File: src/rtl/fifo_arb_pkg.sv
// Shared types and default sizing for the FIFO write-port arbiter.
`ifndef DATA_WIDTH
`define DATA_WIDTH 8
`endif

package fifo_arb_pkg;

    typedef enum logic {
        IDLE  = 1'b0,
        BURST = 1'b1
    } arb_state_e;

    localparam int DEF_NUM_REQ    = 4;
    localparam int DEF_MAX_BURST  = 4;
    localparam int DEF_DATA_WIDTH = `DATA_WIDTH;

    // Widths for the default configuration; the top re-derives them from its own parameters.
    localparam int REQ_IDX_W = $clog2(DEF_NUM_REQ);
    localparam int BEAT_W    = $clog2(DEF_MAX_BURST + 1);

endpackage

File: src/rtl/fifo_arb_pick.sv
// Rotating-priority encoder: first asserted request at or after ptr, wrapping cyclically.
// Wrap is an explicit compare so non-power-of-two request counts work.
module rr_priority_pick #(
    parameter int NUM_REQ = 4,
    parameter int IDX_W   = $clog2(NUM_REQ)
) (
    input  logic [NUM_REQ-1:0] req,
    input  logic [IDX_W-1:0]   ptr,
    output logic [IDX_W-1:0]   pick,
    output logic               any_req
);

    logic [IDX_W-1:0] idx;

    // Walk every position once starting at ptr; the first hit wins.
    always_comb begin
        idx     = ptr;
        pick    = '0;
        any_req = 1'b0;
        for (int k = 0; k < NUM_REQ; k++) begin
            if (!any_req && req[idx]) begin
                pick    = idx;
                any_req = 1'b1;
            end
            idx = (idx == IDX_W'(NUM_REQ - 1)) ? '0 : idx + IDX_W'(1);
        end
    end

endmodule

File: src/rtl/fifo_wr_arbiter.sv
// Round-robin burst arbiter sharing one FIFO write port among NUM_REQ producers.
// Writes are gated by fifo_full, so the FIFO never sees wr_en while full.
module fifo_wr_arbiter
    import fifo_arb_pkg::*;
#(
    parameter int NUM_REQ    = DEF_NUM_REQ,
    parameter int DATA_WIDTH = DEF_DATA_WIDTH,
    parameter int MAX_BURST  = DEF_MAX_BURST
) (
    input  logic                          clk,
    input  logic                          rst,
    input  logic [NUM_REQ-1:0]            req_valid,
    input  logic [NUM_REQ*DATA_WIDTH-1:0] req_data,
    output logic [NUM_REQ-1:0]            req_ready,
    input  logic                          fifo_full,
    output logic                          fifo_wr_en,
    output logic [DATA_WIDTH-1:0]         fifo_wdata,
    output logic                          grant_valid,
    output logic [$clog2(NUM_REQ)-1:0]    grant_id
);

    localparam int IW = $clog2(NUM_REQ);
    localparam int BW = $clog2(MAX_BURST + 1);

    arb_state_e      state;
    logic [IW-1:0]   owner;
    logic [IW-1:0]   rr_ptr;
    logic [IW-1:0]   pick;
    logic [IW-1:0]   next_ptr;
    logic [BW-1:0]   beat_cnt;
    logic            any_req;
    logic            own_valid;
    logic            wr;
    logic            last_beat;

    rr_priority_pick #(
        .NUM_REQ (NUM_REQ),
        .IDX_W   (IW)
    ) u_pick (
        .req     (req_valid),
        .ptr     (rr_ptr),
        .pick    (pick),
        .any_req (any_req)
    );

    assign own_valid = req_valid[owner];
    assign wr        = (state == BURST) && own_valid && !fifo_full;
    assign last_beat = (beat_cnt == BW'(MAX_BURST - 1));
    assign next_ptr  = (owner == IW'(NUM_REQ - 1)) ? '0 : owner + IW'(1);

    // Zero-latency write path: mux the owner's word straight onto the FIFO port.
    always_comb begin
        req_ready   = '0;
        fifo_wr_en  = wr;
        fifo_wdata  = '0;
        grant_valid = (state == BURST);
        grant_id    = '0;
        if (state == BURST) grant_id = owner;
        if (wr) begin
            req_ready[owner] = 1'b1;
            fifo_wdata       = req_data[owner*DATA_WIDTH +: DATA_WIDTH];
        end
    end

    // Grant FSM: one idle cycle to pick, then a burst bounded by MAX_BURST or by the owner going idle.
    always_ff @(posedge clk or negedge rst) begin
        if (!rst) begin
            state    <= IDLE;
            owner    <= '0;
            rr_ptr   <= '0;
            beat_cnt <= '0;
        end else begin
            case (state)
                IDLE: begin
                    if (any_req) begin
                        owner    <= pick;
                        beat_cnt <= '0;
                        state    <= BURST;
                    end
                end
                BURST: begin
                    if (!own_valid) begin
                        state  <= IDLE;
                        rr_ptr <= next_ptr;
                    end else if (wr) begin
                        beat_cnt <= beat_cnt + BW'(1);
                        if (last_beat) begin
                            state  <= IDLE;
                            rr_ptr <= next_ptr;
                        end
                    end
                end
                default: state <= IDLE;
            endcase
        end
    end

endmodule
File: config.mk
export PLATFORM = sky130hd
export DESIGN_NAME = fifo_wr_arbiter
export DESIGN_NICKNAME = d
export VERILOG_FILES = /design/src/rtl/fifo_arb_pkg.sv /design/src/rtl/fifo_arb_pick.sv /design/src/rtl/fifo_wr_arbiter.sv
export SDC_FILE = /design/constraint.sdc
export NUM_CORES = 1
export LEC_CHECK = 0
export ABC_AREA = 0
export ABC_CLOCK_PERIOD_IN_PS = 2650
export BUFFER_PORTS_ARGS = -buffer_cell sky130_fd_sc_hd__buf_4
export CAP_MARGIN = 20
export CELL_PAD_IN_SITES_DETAIL_PLACEMENT = 0
export CELL_PAD_IN_SITES_GLOBAL_PLACEMENT = 1
export CORE_AREA = 2 2 60 62
export CTS_BUF_LIST = sky130_fd_sc_hd__clkbuf_8
export CTS_CLUSTER_SIZE = 24
export DETAILED_ROUTE_END_ITERATION = 10
export DIE_AREA = 0 0 62 64
export PLACE_DENSITY_LB_ADDON = 0.1
export SKIP_CTS_REPAIR_TIMING = 1
export SLEW_MARGIN = 10
export SYNTH_ARGS = -nofsm -noshare
export SYNTH_HDL_FRONTEND = slang
export SYNTH_HIERARCHICAL = 1
export SYNTH_SLANG_ARGS = --single-unit
File: constraint.sdc
create_clock -name clk -period 2.65 [get_ports clk]
set_clock_uncertainty 0.05 [all_clocks]
set_input_delay 0.53 -clock clk [delete_from_list [all_inputs] [get_ports clk]]
set_output_delay 0.53 -clock clk [all_outputs]
set_load 0.005 [all_outputs]
-- After elaboration in Yosys (flattened, before gate mapping)
Index checks and enable logic that the tools add are counted.
- bits in registers: 8
- bits in latches: 0
- RAM bits: 0
- memory bits (read-only): 0
- input bits: 39
- output and inout bits: 16
- logic and storage cells: 79
- memories kept: 0
- $add $sub $neg: 5
- multipliers: 0
- div/mod/pow operators: 0
- $lt $le $gt $ge: 6
- equal/unequal tests: 10
- shift-type cells: 1
- multiplexer cells: 39
- bitwise logic cells: 1
- reductions and logical operators: 13
- operators by type and width (cell ; number):
    indexed part select 32 x 6 -> 8 bit ; 1
    two-way mux 2 bit ; 12
    less-than comparator 2 x 3 -> 1 bit (second input constant) ; 5
    two-way mux 1 bit ; 14
    binary-select mux 1 bit (select 2 bit) ; 5
    two-way mux 3 bit ; 3
    adder 2 x 1 -> 2 bit (second input constant) ; 4
    == test 2 bit (second input constant) ; 4
    two-way mux 8 bit ; 1
    logical AND 1 bit ; 6
    inequality test 2 bit (second input constant) ; 3
    one-hot mux 3 bit (2 select lines) ; 1
    AND reduction 3 bit ; 2
    zero test 1 bit ; 4
    two-way mux 4 bit ; 1
    inequality test 2 x 1 -> 1 bit (second input constant) ; 2
    adder 3 x 1 -> 3 bit (second input constant) ; 1
    == test 3 x 2 -> 1 bit (second input constant) ; 1
    demux 1 bit (select 2 bit) ; 1
    greater-or-equal comparator 2 x 1 -> 1 bit (second input constant) ; 1
    one-hot mux 1 bit (2 select lines) ; 1
    AND reduction 2 bit ; 1
    NOT 1 bit ; 1

-- Logic depth before layout (Yosys ltp)
- depth in word-level cells: 14
- mapped depth: 9
- gate-level depth less buffers: 8

-- By module
The synthesis kept the hierarchy.
- by module, submodules not included (module ; times used ; cells an instance ; area an instance (sq um) ; seq. area each (sq um)):
    fifo_wr_arbiter ; 1 ; 73 ; 767.0 ; 200.2
    rr_priority_pick ; 1 ; 41 ; 285.3 ; 0.0

-- Worst setup path before layout
Ideal clock, no wire load.
- path kind: register -> register
- start: register rr_ptr[0]
- end: register owner[0]
- library setup time: 125 ps
- arrival time: 2083 ps
- setup slack: 392 ps
- cell stages (with the launch flop): 9
- path buffers: 1
- clock period less this slack: 2258 ps
- path through: dfrtp_1 ha_1 buf_6 or4b_1 o31a_1 o2bb2ai_1 nand2_1 nand2b_1 mux2_2
- longest elaborated chain between the ends: 13
- elaborated cells between the ends (all ways): 32
- RTL lines (element ; RTL line ; RTL):
    from (decl) ; fifo_wr_arbiter.sv:27 ; logic [IW-1:0] rr_ptr;
    from (signal assigned) ; fifo_wr_arbiter.sv:84 ; rr_ptr <= next_ptr;
    from (signal assigned) ; fifo_wr_arbiter.sv:89 ; rr_ptr <= next_ptr;
    parallel branches: the longest is 11 deep, another holds adder 2 x 1 -> 2 bit ; n/a ;
    two-way mux 1 bit * ; fifo_arb_pick.sv:21 ; if (!any_req && req[idx]) begin
    named net any_req ; fifo_wr_arbiter.sv:31 ; logic any_req;
    AND reduction 2 bit (no line) * ; n/a ;
    to (signal assigned) ; fifo_wr_arbiter.sv:76 ; owner <= pick;
    to (decl) ; fifo_wr_arbiter.sv:26 ; logic [IW-1:0] owner;
Mark *: on every way through the listed nets, which the timed path passes. The select of a mux whose other input is x is not followed.
A chain may end at the register's enable or synchronous reset.

-- Worst setup path in the final report
- start: register rr_ptr[1]
- end: register owner[0]
Same word-level chain as after synthesis.

==> metrics <==
status completed; CTS H-tree lvls 1; clk root buf clkbuf_8; hold slack final 0.0653 ns; grt ovf 0; Die W 62 um; Most Crowded Layer GR met2; Clk pwr share 9.3%; TritonCTS Sinks 8; Critical Path, Cell by Cell ha_1 -> or4b_1 -> o31a_1 -> o2bb2ai_1 -> nand2_1 -> nand2b_1 -> mux2_2; worst path arrival time 2.59 ns; Pleak 0.758 nW; Post-Syn Area per Cell 9.23 sq um; Crit path required time 2.70 ns; Layout Cell Area excl Fill 1570 sq um; crit path max fanout 10; vias after detailed routing 1,097; Die Ht 64 um; Worst setup SP type register; PwrDens 950 nW/um^2; maxcap violations 0; min cycle time layout 2.54 ns; GR Util met2 23.6%; Final Wtd Congestion 0.768; Row Count 21; Setup crit start rr_ptr[1]$_DFFE_PN0P_; FF-to-FF Start rr_ptr[1]$_DFFE_PN0P_; Buffers on Ports 54; Synthesis Warnings 6; Top FF cell, synth dfrtp_1; CP max-delay cell ha_1; Sw Ratio 41.2%; Hold Path Class in2async; TritonRoute pass-1 iters 4; register area share after synthesis 19.0%; post-route ant nets 0; Post-Route WL 2870 um; largest net degree at the start of global routing 17; number of flops mapped to enable cells by yosys 0; Flop pwr share 19.1%; Reg2Reg Setup Slack 0.11 ns; core area 3280 sq um; GRT met1 Usage 19.6%; DP Area 1520 sq um; Final Slew Violations 0; initial antenna violation count 0; Avg Vias per Cell 5.06; Setup crit end kind register; Crit path depth 7; HPWL after DPL 2330 um; Initial Utilization 32.0%; Rel. slew slack 73.4%; number of top-level pins 55; leading cell type in the layout, fill and taps excluded buf_4; CTS tree yes; Logic pwr share 71.6%; DR iter-0 viols 18; WP buf/inv 0; WS Path Type reg2reg; post-route DRC violation count 0; ys async rst share 100%; worst skew pair latency 0.22 ns; Post-Syn Area 1050 sq um; total power 1.49 mW; Worst R2R Path Depth 7; Net Count, Synth 160; Worst Max-Slew Pin Slew 0.400 ns; synthesized instance count 114; first-pass GRT wire length 4490 um; most frequent cells in the layout buf_4, inv_1, nor2_1, nor2b_1; Psw 613 uW; Worst VDD drop 0.546 mV; RSZ-0062 raised after global routing false; global-route track usage on met3 2.23%; crit-path leading delay family simple AND/OR/NAND/NOR gates; GR Util All Layers 14.5%; # diodes 0; area grow syn2layout 48.9%; die area 3970 sq um; Fin. Hold Viols 0; Period Utilization, post-route 95.9%; Final TNS setup 0 ns; routed length per placed instance 13.2 um; Worst path max stage delay 0.50 ns; vias in the first global route 1,070; Setup crit end owner[0]$_DFFE_PN0P_; R2R Path End owner[0]$_DFFE_PN0P_; share of layout cells above drive strength 1 46.2%; clk buf depth 2; Finish-stage setup viols 0; Cell variety after synth 39; f_max 393 MHz; post-synthesis register bit count 8; Int Pwr 875 uW; Clock transition at path regs 0.04 ns; NumNets Final 219; TritonCTS Buffers 3; Layout fillers 321
## layer usage
metal	part of all wire [%]	wire length, um
met1	43	1240
met2	47	1340
met3	9.6	277
met4	0.38	11
met5	0	0
## Yosys cell counts, drive strengths merged, types with 2 or more instances
| master | number | area [sq um] |
|---|---|---|
| o21ai | 7 | 35.0 |
| clkbuf | 2 | 7.51 |
| mux2i | 8 | 80.1 |
| nor2b | 10 | 62.6 |
| mux2 | 4 | 48.8 |
| buf | 5 | 36.3 |
| mux4 | 8 | 180 |
| and2 | 2 | 12.5 |
| ha | 7 | 87.6 |
| a21oi | 2 | 13.8 |
| inv | 12 | 45.0 |
| a221o | 2 | 20.0 |
| dfrtp | 8 | 200 |
| nor2 | 10 | 37.5 |
| nand2 | 8 | 30.0 |
## worst reg2reg max path, stage by stage (launching register included)
cell and delay, ns:
dfrtp_1 0.42, ha_1 0.50, or4b_1 0.49, o31a_1 0.12
o2bb2ai_1 0.18, nand2_1 0.10, nand2b_1 0.19, mux2_2 0.36
## state kept, by name (all words and copies together), names as in the netlist
register,cells
owner,2
beat_cnt,3
rr_ptr,2
grant_valid,1
## final cells by class
class | instances | area, sq um | area share (%)
inverters | 12 | 45.0 | 2.88
multi-input cells | 87 | 763 | 48.7
well taps | 46 | 57.6 | 3.67
repair buffers | 61 | 458 | 29.2
flip-flops and latches | 8 | 201 | 12.9
clock buffers | 3 | 41.3 | 2.64
## logic make-up (layout without fill, tap and decap cells)
logic type	count (synthesis)	after routing	synth area share, %
compound gates	24	24	16.6
fa+ha+maj	7	7	8.32
mux	20	20	29.4
buf+inv	19	76	8.44
flops	8	8	19.0
simple gates	36	36	18.2
## worst min-delay path by stage
| stage | endpoint | slack [ns] | cells after the start |
|---|---|---|---|
| finish | beat_cnt[0]$_DFFE_PN0P_ | 0.07 | 1 |
| global route | beat_cnt[1]$_DFFE_PN0P_ | 0.06 | 1 |
| CTS | beat_cnt[0]$_DFFE_PN0P_ | 0.07 | 1 |
| detailed placement | beat_cnt[0]$_DFFE_PN0P_ | 0.30 | 1 |
| global placement | beat_cnt[1]$_DFFE_PN0P_ | 0.30 | 1 |
| floorplan | beat_cnt[0]$_DFFE_PN0P_ | 0.18 | 0 |
## per-stage QoR
step                util (%)  std cells  setup slack, ns
floorplan                  -        114            0.392
global placement        46.4        214            0.212
detailed placement      46.4        214            0.145
CTS                     47.7        217           0.0480
global route            47.7        217           0.0332
finish                  47.7        217            0.109
## power by group through the flow
stage               sequential, mW  combinational, mW  clock [mW]
finish                       0.285               1.07       0.138
global route                 0.302               1.17       0.155
CTS                          0.288               1.07       0.143
detailed placement           0.288               1.06           0
global placement             0.286               1.06           0
floorplan                    0.236              0.784           0
(Power assumes the default switching activity.)
